## config.mk

```make
export PLATFORM = sky130hd
export DESIGN_NAME = piso_serializer_flat
export DESIGN_NICKNAME = d
export VERILOG_FILES = /design/src/rtl/piso_serializer_if.sv /design/src/rtl/piso_serializer.sv /design/src/flat_wrapper.sv
export SDC_FILE = /design/constraint.sdc
export NUM_CORES = 1
export LEC_CHECK = 0
export CAP_MARGIN = 0
export CORE_UTILIZATION = 40
export CTS_CLUSTER_SIZE = 40
export DETAILED_ROUTE_END_ITERATION = 7
export GPL_ROUTABILITY_DRIVEN = 1
export REMOVE_ABC_BUFFERS = 1
export SLEW_MARGIN = 20
export SYNTH_ARGS = -nofsm -noshare
export SYNTH_HDL_FRONTEND = slang
export SYNTH_SLANG_ARGS = --single-unit
```

## constraint.sdc

```tcl
create_clock -name CLK -period 2.1 [get_ports CLK]
set_clock_uncertainty 0.05 [all_clocks]
set_input_delay 0.42 -clock CLK [delete_from_list [all_inputs] [get_ports CLK]]
set_output_delay 0.42 -clock CLK [all_outputs]
set_load 0.01 [all_outputs]
```

## src/rtl/piso_serializer_if.sv

```systemverilog
// ---------------------------------------------------------------------------
// piso_serializer_if
// Bundles the parallel-load handshake, the shift enable and the serial
// output side of piso_serializer.
//
// Signals:
//   in_valid  source -> serializer : parallel word offered
//   in_ready  serializer -> source : word accepted at the next rising edge
//   in_data   source -> serializer : parallel word (DW bits)
//   in_len    source -> serializer : number of bits to send minus 1
//   CE        source -> serializer : shift enable, one bit per CE-high cycle
//   SO        serializer -> sink   : serial data, MSB of the selected field first
//   SO_valid  serializer -> sink   : SO carries a valid bit this cycle
//   busy      serializer -> sink   : word in flight
//   done      serializer -> sink   : one-cycle pulse after the last bit of a word
//   dbg_state serializer -> debug  : current FSM state (0 = IDLE, 1 = SHIFT)
//
// Handshake: a word transfers on a rising edge where in_valid and in_ready
// are both high. The source keeps in_data/in_len stable while in_valid is
// high and in_ready is low; in_ready may depend combinationally on CE and
// on the current state, but never on in_valid.
// ---------------------------------------------------------------------------
interface piso_serializer_if #(
    parameter int DW   = 32,
    parameter int LENW = 5
);
    logic            in_valid;
    logic            in_ready;
    logic [DW-1:0]   in_data;
    logic [LENW-1:0] in_len;
    logic            CE;
    logic            SO;
    logic            SO_valid;
    logic            busy;
    logic            done;
    logic            dbg_state;

    modport master (
        output in_valid,
        output in_data,
        output in_len,
        output CE,
        input  in_ready,
        input  SO,
        input  SO_valid,
        input  busy,
        input  done,
        input  dbg_state
    );

    modport slave (
        input  in_valid,
        input  in_data,
        input  in_len,
        input  CE,
        output in_ready,
        output SO,
        output SO_valid,
        output busy,
        output done,
        output dbg_state
    );
endinterface

```

## src/rtl/piso_serializer.sv

```systemverilog
// ---------------------------------------------------------------------------
// piso_serializer
// Parallel-in, serial-out shift register. A word plus a bit count is loaded
// over a valid/ready handshake; bits in_data[in_len:0] are then emitted
// MSB-first on SO, one bit per CE-high cycle. A serial-in register that
// shifts {data, SI} on the same CE edges rebuilds the word in its original
// bit order. A new word can be loaded in the last-bit cycle so consecutive
// words stream with no idle bubble.
//
// Ports:
//   CLK   input : clock, all logic on the rising edge
//   RSTN  input : synchronous active-low reset
//   bus   slave : handshake, shift enable and serial outputs (piso_serializer_if)
// ---------------------------------------------------------------------------
module piso_serializer #(
    parameter int DW   = 32,
    parameter int LENW = 5
) (
    input  logic                 CLK,
    input  logic                 RSTN,
    piso_serializer_if.slave     bus
);

    typedef enum logic {
        ST_IDLE  = 1'b0,
        ST_SHIFT = 1'b1
    } state_t;

    state_t          r_state;
    state_t          w_state_nxt;
    logic [DW-1:0]   r_shreg;
    logic [DW-1:0]   w_shreg_nxt;
    logic [LENW-1:0] r_cnt;
    logic [LENW-1:0] w_cnt_nxt;
    logic            r_done;

    logic            w_last;
    logic            w_ready;
    logic            w_load;
    logic [LENW-1:0] w_shamt;

    // Next-state and datapath logic.
    always_comb begin
        w_state_nxt = r_state;
        w_shreg_nxt = r_shreg;
        w_cnt_nxt   = r_cnt;

        // Left-align the selected field so in_data[in_len] lands on the MSB.
        w_shamt = LENW'(DW - 1) - bus.in_len;

        // Last bit is being consumed this cycle; a new word may load now.
        w_last  = (r_state == ST_SHIFT) && bus.CE && (r_cnt == '0);
        w_ready = RSTN && ((r_state == ST_IDLE) || w_last);
        w_load  = bus.in_valid && w_ready;

        case (r_state)
            ST_IDLE: begin
                // CE has no effect while idle.
            end
            ST_SHIFT: begin
                if (bus.CE) begin
                    if (r_cnt != '0) begin
                        w_shreg_nxt = r_shreg << 1;
                        w_cnt_nxt   = r_cnt - 1'b1;
                    end else begin
                        w_state_nxt = ST_IDLE;
                    end
                end
            end
            default: begin
                w_state_nxt = ST_IDLE;
            end
        endcase

        // A load overrides the end-of-word return to IDLE (back-to-back).
        if (w_load) begin
            w_state_nxt = ST_SHIFT;
            w_shreg_nxt = bus.in_data << w_shamt;
            w_cnt_nxt   = bus.in_len;
        end
    end

    always_ff @(posedge CLK) begin
        if (!RSTN) begin
            r_state <= ST_IDLE;
            r_shreg <= '0;
            r_cnt   <= '0;
            r_done  <= 1'b0;
        end else begin
            r_state <= w_state_nxt;
            r_shreg <= w_shreg_nxt;
            r_cnt   <= w_cnt_nxt;
            r_done  <= w_last;
        end
    end

    // Outputs are forced quiet while reset is held, even in the cycle before
    // the reset edge takes effect on the registers.
    assign bus.in_ready  = w_ready;
    assign bus.SO        = (RSTN && (r_state == ST_SHIFT)) ? r_shreg[DW-1] : 1'b0;
    assign bus.SO_valid  = RSTN && (r_state == ST_SHIFT);
    assign bus.busy      = RSTN && (r_state == ST_SHIFT);
    assign bus.done      = RSTN && r_done;
    assign bus.dbg_state = r_state;

endmodule

```

## src/flat_wrapper.sv

```systemverilog
// flat-port wrapper written by rule: the top's interface ports become plain ports
module piso_serializer_flat 
#(
    parameter int DW   = 32,
    parameter int LENW = 5
)
  (CLK, RSTN, bus_in_valid, bus_in_data, bus_in_len, bus_CE, bus_in_ready, bus_SO, bus_SO_valid, bus_busy, bus_done, bus_dbg_state);
  piso_serializer_if #(.DW(DW), .LENW(LENW)) bus_i ();
  input  logic CLK;
  input  logic RSTN;
  input wire logic [$bits(bus_i.in_valid)-1:0] bus_in_valid;
  input wire logic [$bits(bus_i.in_data)-1:0] bus_in_data;
  input wire logic [$bits(bus_i.in_len)-1:0] bus_in_len;
  input wire logic [$bits(bus_i.CE)-1:0] bus_CE;
  output wire logic [$bits(bus_i.in_ready)-1:0] bus_in_ready;
  output wire logic [$bits(bus_i.SO)-1:0] bus_SO;
  output wire logic [$bits(bus_i.SO_valid)-1:0] bus_SO_valid;
  output wire logic [$bits(bus_i.busy)-1:0] bus_busy;
  output wire logic [$bits(bus_i.done)-1:0] bus_done;
  output wire logic [$bits(bus_i.dbg_state)-1:0] bus_dbg_state;
  assign bus_i.in_valid = bus_in_valid;
  assign bus_i.in_data = bus_in_data;
  assign bus_i.in_len = bus_in_len;
  assign bus_i.CE = bus_CE;
  assign bus_in_ready = bus_i.in_ready;
  assign bus_SO = bus_i.SO;
  assign bus_SO_valid = bus_i.SO_valid;
  assign bus_busy = bus_i.busy;
  assign bus_done = bus_i.done;
  assign bus_dbg_state = bus_i.dbg_state;
  piso_serializer #(.DW(DW), .LENW(LENW)) u_core (.CLK(CLK), .RSTN(RSTN), .bus(bus_i));
endmodule
```

# Word level (Yosys, flattened, before mapping)
# Cells that the tools add are included.
[classes]
add_sub_neg = 2
mul = 0
div = 0
magnitude_cmp = 0
n_eq_ne = 0
shift = 1
n_mux = 13
bitwise_logic = 1
reduce_logical = 13
[op_table]
columns = ["cell", "n"]
rows = [
  ["32-bit 2-to-1 mux", 4],
  ["32-bit by 5-bit << shifter with 32-bit output", 1],
  ["5-bit 2-to-1 mux", 4],
  ["1-bit logical AND", 6],
  ["2-bit nonzero test", 3],
  ["5-bit zero test", 1],
  ["1-bit 2-to-1 mux", 5],
  ["5-bit nonzero test", 1],
  ["5-bit by 1-bit subtractor with 5-bit output (second input constant)", 1],
  ["5-bit subtractor (first input constant)", 1],
  ["3-bit AND reduction", 1],
  ["1-bit logical OR", 1],
  ["1-bit inverter", 1],
]
[word_totals]
regBits = 39
latch_bits = 0
ram_bits = 0
romBits = 0
input_bits = 41
out_inout_bits = 6
word_cells = 34
n_memories = 0

# Logic depth before layout (Yosys ltp)
[logic_depth]
depth_word = 7
depth_mapped = 10
ltp_nobuf = 7

# Worst setup path after synthesis
# OpenSTA, ideal clock, no wires.
[synth_timing]
path_kind = "register to register"
start = "reg u_core.r_cnt[0]"
end = "reg u_core.r_shreg[11]"
setup_ns = 0.128
t_arrival_ns = 1.959
required_time_ns = 1.922
path_slack_ns = -0.036
path_stages_with_launch = 10
path_buffers = 2
period_less_slack_ns = 2.136
cell_sequence = "dfxtp_1 -> inv_1 -> ha_1 -> or4b_4 -> buf_6 -> nand3_1 -> buf_4 -> mux2_2 -> a22oi_1 -> nor2_1"
[synth_via]
elab_chain_len = 7
word_cells_on_any_way = 11
classes_between = "mux: 1; reduce/logical: 10"
[synth_lines]
columns = ["element", "line_no", "rtl"]
rows = [
  ["start: declaration", "piso_serializer.sv:33", "logic [LENW-1:0] r_cnt;"],
  ["start signal: assignment", "piso_serializer.sv:92", "r_cnt <= w_cnt_nxt;"],
  ["5-bit zero test", "piso_serializer.sv:52", "w_last = (r_state == ST_SHIFT) && bus.CE && (r_cnt == '0);"],
  ["1-bit logical AND", "piso_serializer.sv:52", ""],
  ["1-bit logical OR", "piso_serializer.sv:53", "w_ready = RSTN && ((r_state == ST_IDLE) || w_last);"],
  ["1-bit logical AND", "piso_serializer.sv:53", ""],
  ["1-bit logical AND", "piso_serializer.sv:54", "w_load = bus.in_valid && w_ready;"],
  ["2-bit nonzero test (no source line)", "-", ""],
  ["3-bit AND reduction (no source line)", "-", ""],
  ["end signal: assignment", "piso_serializer.sv:91", "r_shreg <= w_shreg_nxt;"],
  ["end: declaration", "piso_serializer.sv:31", "logic [DW-1:0] r_shreg;"],
]
# Several ways; a longest one is shown, not always the timed one.
# A chain may end at the register's enable or synchronous reset.

# Worst setup path in the final report
[layout_timing]
start = "reg u_core.r_cnt[0]"
end = "out bus_in_ready"
[layout_via]
elab_chain_len = 4
[layout_lines]
columns = ["element", "line_no", "rtl"]
rows = [
  ["5-bit zero test", "piso_serializer.sv:52", ""],
  ["1-bit logical AND", "piso_serializer.sv:52", ""],
  ["1-bit logical OR", "piso_serializer.sv:53", ""],
  ["1-bit logical AND", "piso_serializer.sv:53", ""],
  ["end: declaration", "flat_wrapper.sv:15", "output wire logic [$bits(bus_i.in_ready)-1:0] bus_in_ready;"],
]
# Every way passes these cells.

==> Implementation_results.wiki <==
{| class="wikitable"
! Metric !! Value
|-
| Critical setup path kind || reg -> out
|-
| Max Cap Viol || 0
|-
| Maximum clock frequency || around 470 MHz
|-
| Number of antenna violations at the first check in global routing || 0
|-
| Count of flip-flops with a built-in enable after synthesis || 0
|-
| Worst hold slack across all endpoints || just over 0.4 ns
|-
| Class of the tightest hold or removal check || reg -> reg
|-
| Worst Setup Slack, final || -0.0411 ns
|-
| Final nets || around 530
|-
| Biggest area contributors in the synthesized netlist || sky130_fd_sc_hd__dfxtp_1, sky130_fd_sc_hd__mux4_2, sky130_fd_sc_hd__mux2i_1
|-
| Maximum number of pins on one net before global-route repair || 20
|-
| Setup TNS || -0.154 ns
|-
| Congestion Overflow GR || 0
|-
| Weighted congestion at the end of routability-driven global placement || ~0.88
|-
| Register-to-register setup slack || -0.03 ns
|-
| Buffer depth of the longest clock path || 2
|-
| List of most frequent post-synthesis cells || sky130_fd_sc_hd__dfxtp_1, sky130_fd_sc_hd__nand2_1, sky130_fd_sc_hd__mux2i_1, sky130_fd_sc_hd__o21ai_0, sky130_fd_sc_hd__mux4_2
|-
| Post-layout power || roughly 2.9 mW
|-
| Number of max-slew violations in the final report || 0
|-
| Maximum fanout count along the critical path || 2
|-
| Wire length of the first global-routing pass || between 15,000 and 20,000 um
|-
| Detailed Place HPWL || roughly 7900 um
|-
| Setup repair after global routing missed its margin || yes
|-
| Startpoint type of the worst setup path || flip-flop
|-
| Synthesized area || around 3500 sq um
|-
| Worst IR drop on VDD || between 0.3 and 0.4 mV
|-
| Result of the run || finished, violations left
|-
| Total clock buffers created by CTS || 5
|-
| I/O Buffers || 46
|-
| CTS clock-pin slew for the worst setup and hold paths || about 0.09 ns
|-
| Cell with the most instances after synthesis || sky130_fd_sc_hd__dfxtp_1
|-
| Die Outline Area || around 9000 sq um
|-
| Die W || ~96 um
|-
| Number of buffers inserted by hold repair at cts || 0
|-
| Overall routed net length || around 11,000 um
|-
| Share of cells above drive strength 1 || 0.390
|-
| Detailed-route vias per instance || 5.98
|-
| Count of endpoints failing hold in the final timing report || 0
|-
| Cell accounting for the most synthesized area || sky130_fd_sc_hd__dfxtp_1
|-
| Worst Path Required || between 1.5 and 2 ns
|-
| ANT nets after route || 0
|-
| I/O pins || 47
|-
| Pin slew with the least headroom to its limit || 0.502 ns
|-
| Proportion of synthesized flip-flops having asynchronous set or reset || 0
|-
| Area share of the largest cell type after synthesis || 0.222
|-
| Sequential share of the synthesized area || 0.222
|-
| Non-Filler Instances || between 500 and 600
|-
| Post-DR wirelength/cell || roughly 19 um
|-
| Root buffer cell || sky130_fd_sc_hd__clkbuf_8
|-
| CP arrival || around 1.7 ns
|-
| Total of flip-flops plus latches after synthesis || 39
|-
| Synth Instances || ~370
|-
| Starting utilization of the core area || 0.421
|-
| Final period demand of the worst path || ~2.1 ns
|-
| Violations in the final reports || setup timing
|-
| Number of distinct library cells after synthesis || 60
|-
| Ys flop type || sky130_fd_sc_hd__dfxtp_1
|-
| Die height || between 90 and 100 um
|-
| Area growth from synthesis to final layout || 45.8%
|-
| Clock Sink Count || 39
|-
| Length of the first detailed-routing pass in iterations || 5
|-
| Remaining routing DRC violations || 0
|-
| Total of endpoints with negative setup slack in the final report || 8
|-
| Placed Cells incl. Taps || between 500 and 600
|-
| Number of global-route vias before repair || 3,567
|-
| Slew headroom || 0.665
|-
| Source-to-sink clock delay at the later pin of the worst-skew pair || 0.30 ns
|-
| Pwr Density || approximately 560 nW/um^2
|-
| Number of warnings printed during yosys synthesis || 0
|-
| GRT Resource Usage Total || 0.248
|-
| Number of placement rows || 33
|-
| Mapped Avg Cell Area || approximately 9.4 sq um
|-
| Post-place setup slack || -0.344 ns
|-
| H-tree depth || 2
|-
| Static leakage power || 2.14 nW
|-
| Total inserted antenna cells || 0
|-
| Vias || between 3,000 and 4,000
|-
| TritonCTS clock tree || yes
|-
| Endpoint class of the critical path || primary output
|-
| Drt initial violations || between 200 and 300
|-
| Period utilisation layout || 1.02
|-
| Total core area || roughly 8400 sq um
|}
-- cell families after synthesis --
kind of cell	Yosys count	share of synthesized area
adder cells (fa/ha/maj)	2	0.00710
flip-flops	39	0.222
multiplexers	77	0.329
buffers and inverters	46	0.0912
AND/OR/NAND/NOR	100	0.142
XOR/XNOR	2	0.00497
AO/OA/AOI/OAI	108	0.203
-- where the power goes --
| group | switching [mW] | internal, mW | total [mW] |
|---|---|---|---|
| clock network | 0.302 | 0.474 | 0.777 |
| registers | 0.0504 | 0.818 | 0.868 |
| logic | 0.564 | 0.683 | 1.25 |
| total | 0.917 | 1.97 | 2.89 |
-- through the flow --
stage / utilization / cell area, sq um
6_report: 0.613 / 5140
5_1_grt: 0.613 / 5140
4_1_cts: 0.587 / 4920
3_5_place_dp: 0.550 / 4610
3_3_place_gp: 0.550 / 4610
2_1_floorplan: - / 3230
-- worst max-delay path, stage by stage, from the launching register on --
cell,delay (ns)
sky130_fd_sc_hd__dfxtp_2,0.33
sky130_fd_sc_hd__inv_2,0.07
sky130_fd_sc_hd__ha_4,0.13
sky130_fd_sc_hd__nor4b_2,0.19
sky130_fd_sc_hd__buf_4,0.15
sky130_fd_sc_hd__nand2_1,0.09
sky130_fd_sc_hd__a21oi_2,0.17
sky130_fd_sc_hd__clkdlybuf4s15_2,0.23
-- repair_timing --
item                       in CTS  in global routing
resized for setup              25                 45
pin swaps                       8                  6
buffers inserted                2                  7
gates cloned                    3                  2
setup endpoints to repair      32                 31
-- cell usage in the layout (no fill, tap or decap), types with 4 or more instances in the layout --
cell type and n:
sky130_fd_sc_hd__dlygate4sd2_1 5, sky130_fd_sc_hd__inv_1 5, sky130_fd_sc_hd__mux4_1 4, sky130_fd_sc_hd__clkdlybuf4s50_1 33
sky130_fd_sc_hd__mux2i_1 30, sky130_fd_sc_hd__a21oi_2 5, sky130_fd_sc_hd__o21ai_1 5, sky130_fd_sc_hd__mux4_2 24
sky130_fd_sc_hd__dfxtp_1 36, sky130_fd_sc_hd__nor2_1 18, sky130_fd_sc_hd__buf_4 81, sky130_fd_sc_hd__buf_12 11
sky130_fd_sc_hd__a21oi_1 16, sky130_fd_sc_hd__o22a_1 6, sky130_fd_sc_hd__nand3_1 15, sky130_fd_sc_hd__dlymetal6s2s_1 6
sky130_fd_sc_hd__mux2_2 13, sky130_fd_sc_hd__clkbuf_8 5, sky130_fd_sc_hd__and3_1 4, sky130_fd_sc_hd__o21ai_0 25
sky130_fd_sc_hd__buf_6 7, sky130_fd_sc_hd__o22ai_1 4, sky130_fd_sc_hd__a31oi_1 8, sky130_fd_sc_hd__a211oi_1 5
sky130_fd_sc_hd__mux2_4 4, sky130_fd_sc_hd__nand2_1 34, sky130_fd_sc_hd__o211ai_1 7
-- area by class of cell --
cell class	instances	area (sq um)
Clock inverter	3	67.6
Fill cell	678	3240
Sequential cell	39	785
Multi-Input combinational cell	289	2570
Tap cell	105	131
Clock buffer	5	68.8
Inverter	7	26.3
Timing Repair Buffer	149	1490
-- state kept, by name, summed over array words and instances (netlist names) --
name and cells:
u_core.bus.dbg_state 1, u_core.r_cnt 5, u_core.r_done 1, u_core.r_shreg 32
-- final timing paths --
kind / startpoint / to / cells past startpoint
worst max-delay path: u_core.r_cnt[0] / bus_in_ready / 7
worst min-delay path: u_core.r_shreg[0] / u_core.r_shreg[0] / 2
worst max register to register: u_core.r_cnt[0] / u_core.r_shreg[25] / 9
worst min register to register: u_core.r_shreg[0] / u_core.r_shreg[0] / 2
-- layer usage --
metal  track usage  up-vias  share of wire
li1              -     1678              -
met1         0.310     1695           0.41
met2         0.435      153           0.49
met3        0.0253       46          0.055
met4         0.101        0          0.044
met5             0        -              0
(Power assumes the default switching activity.)
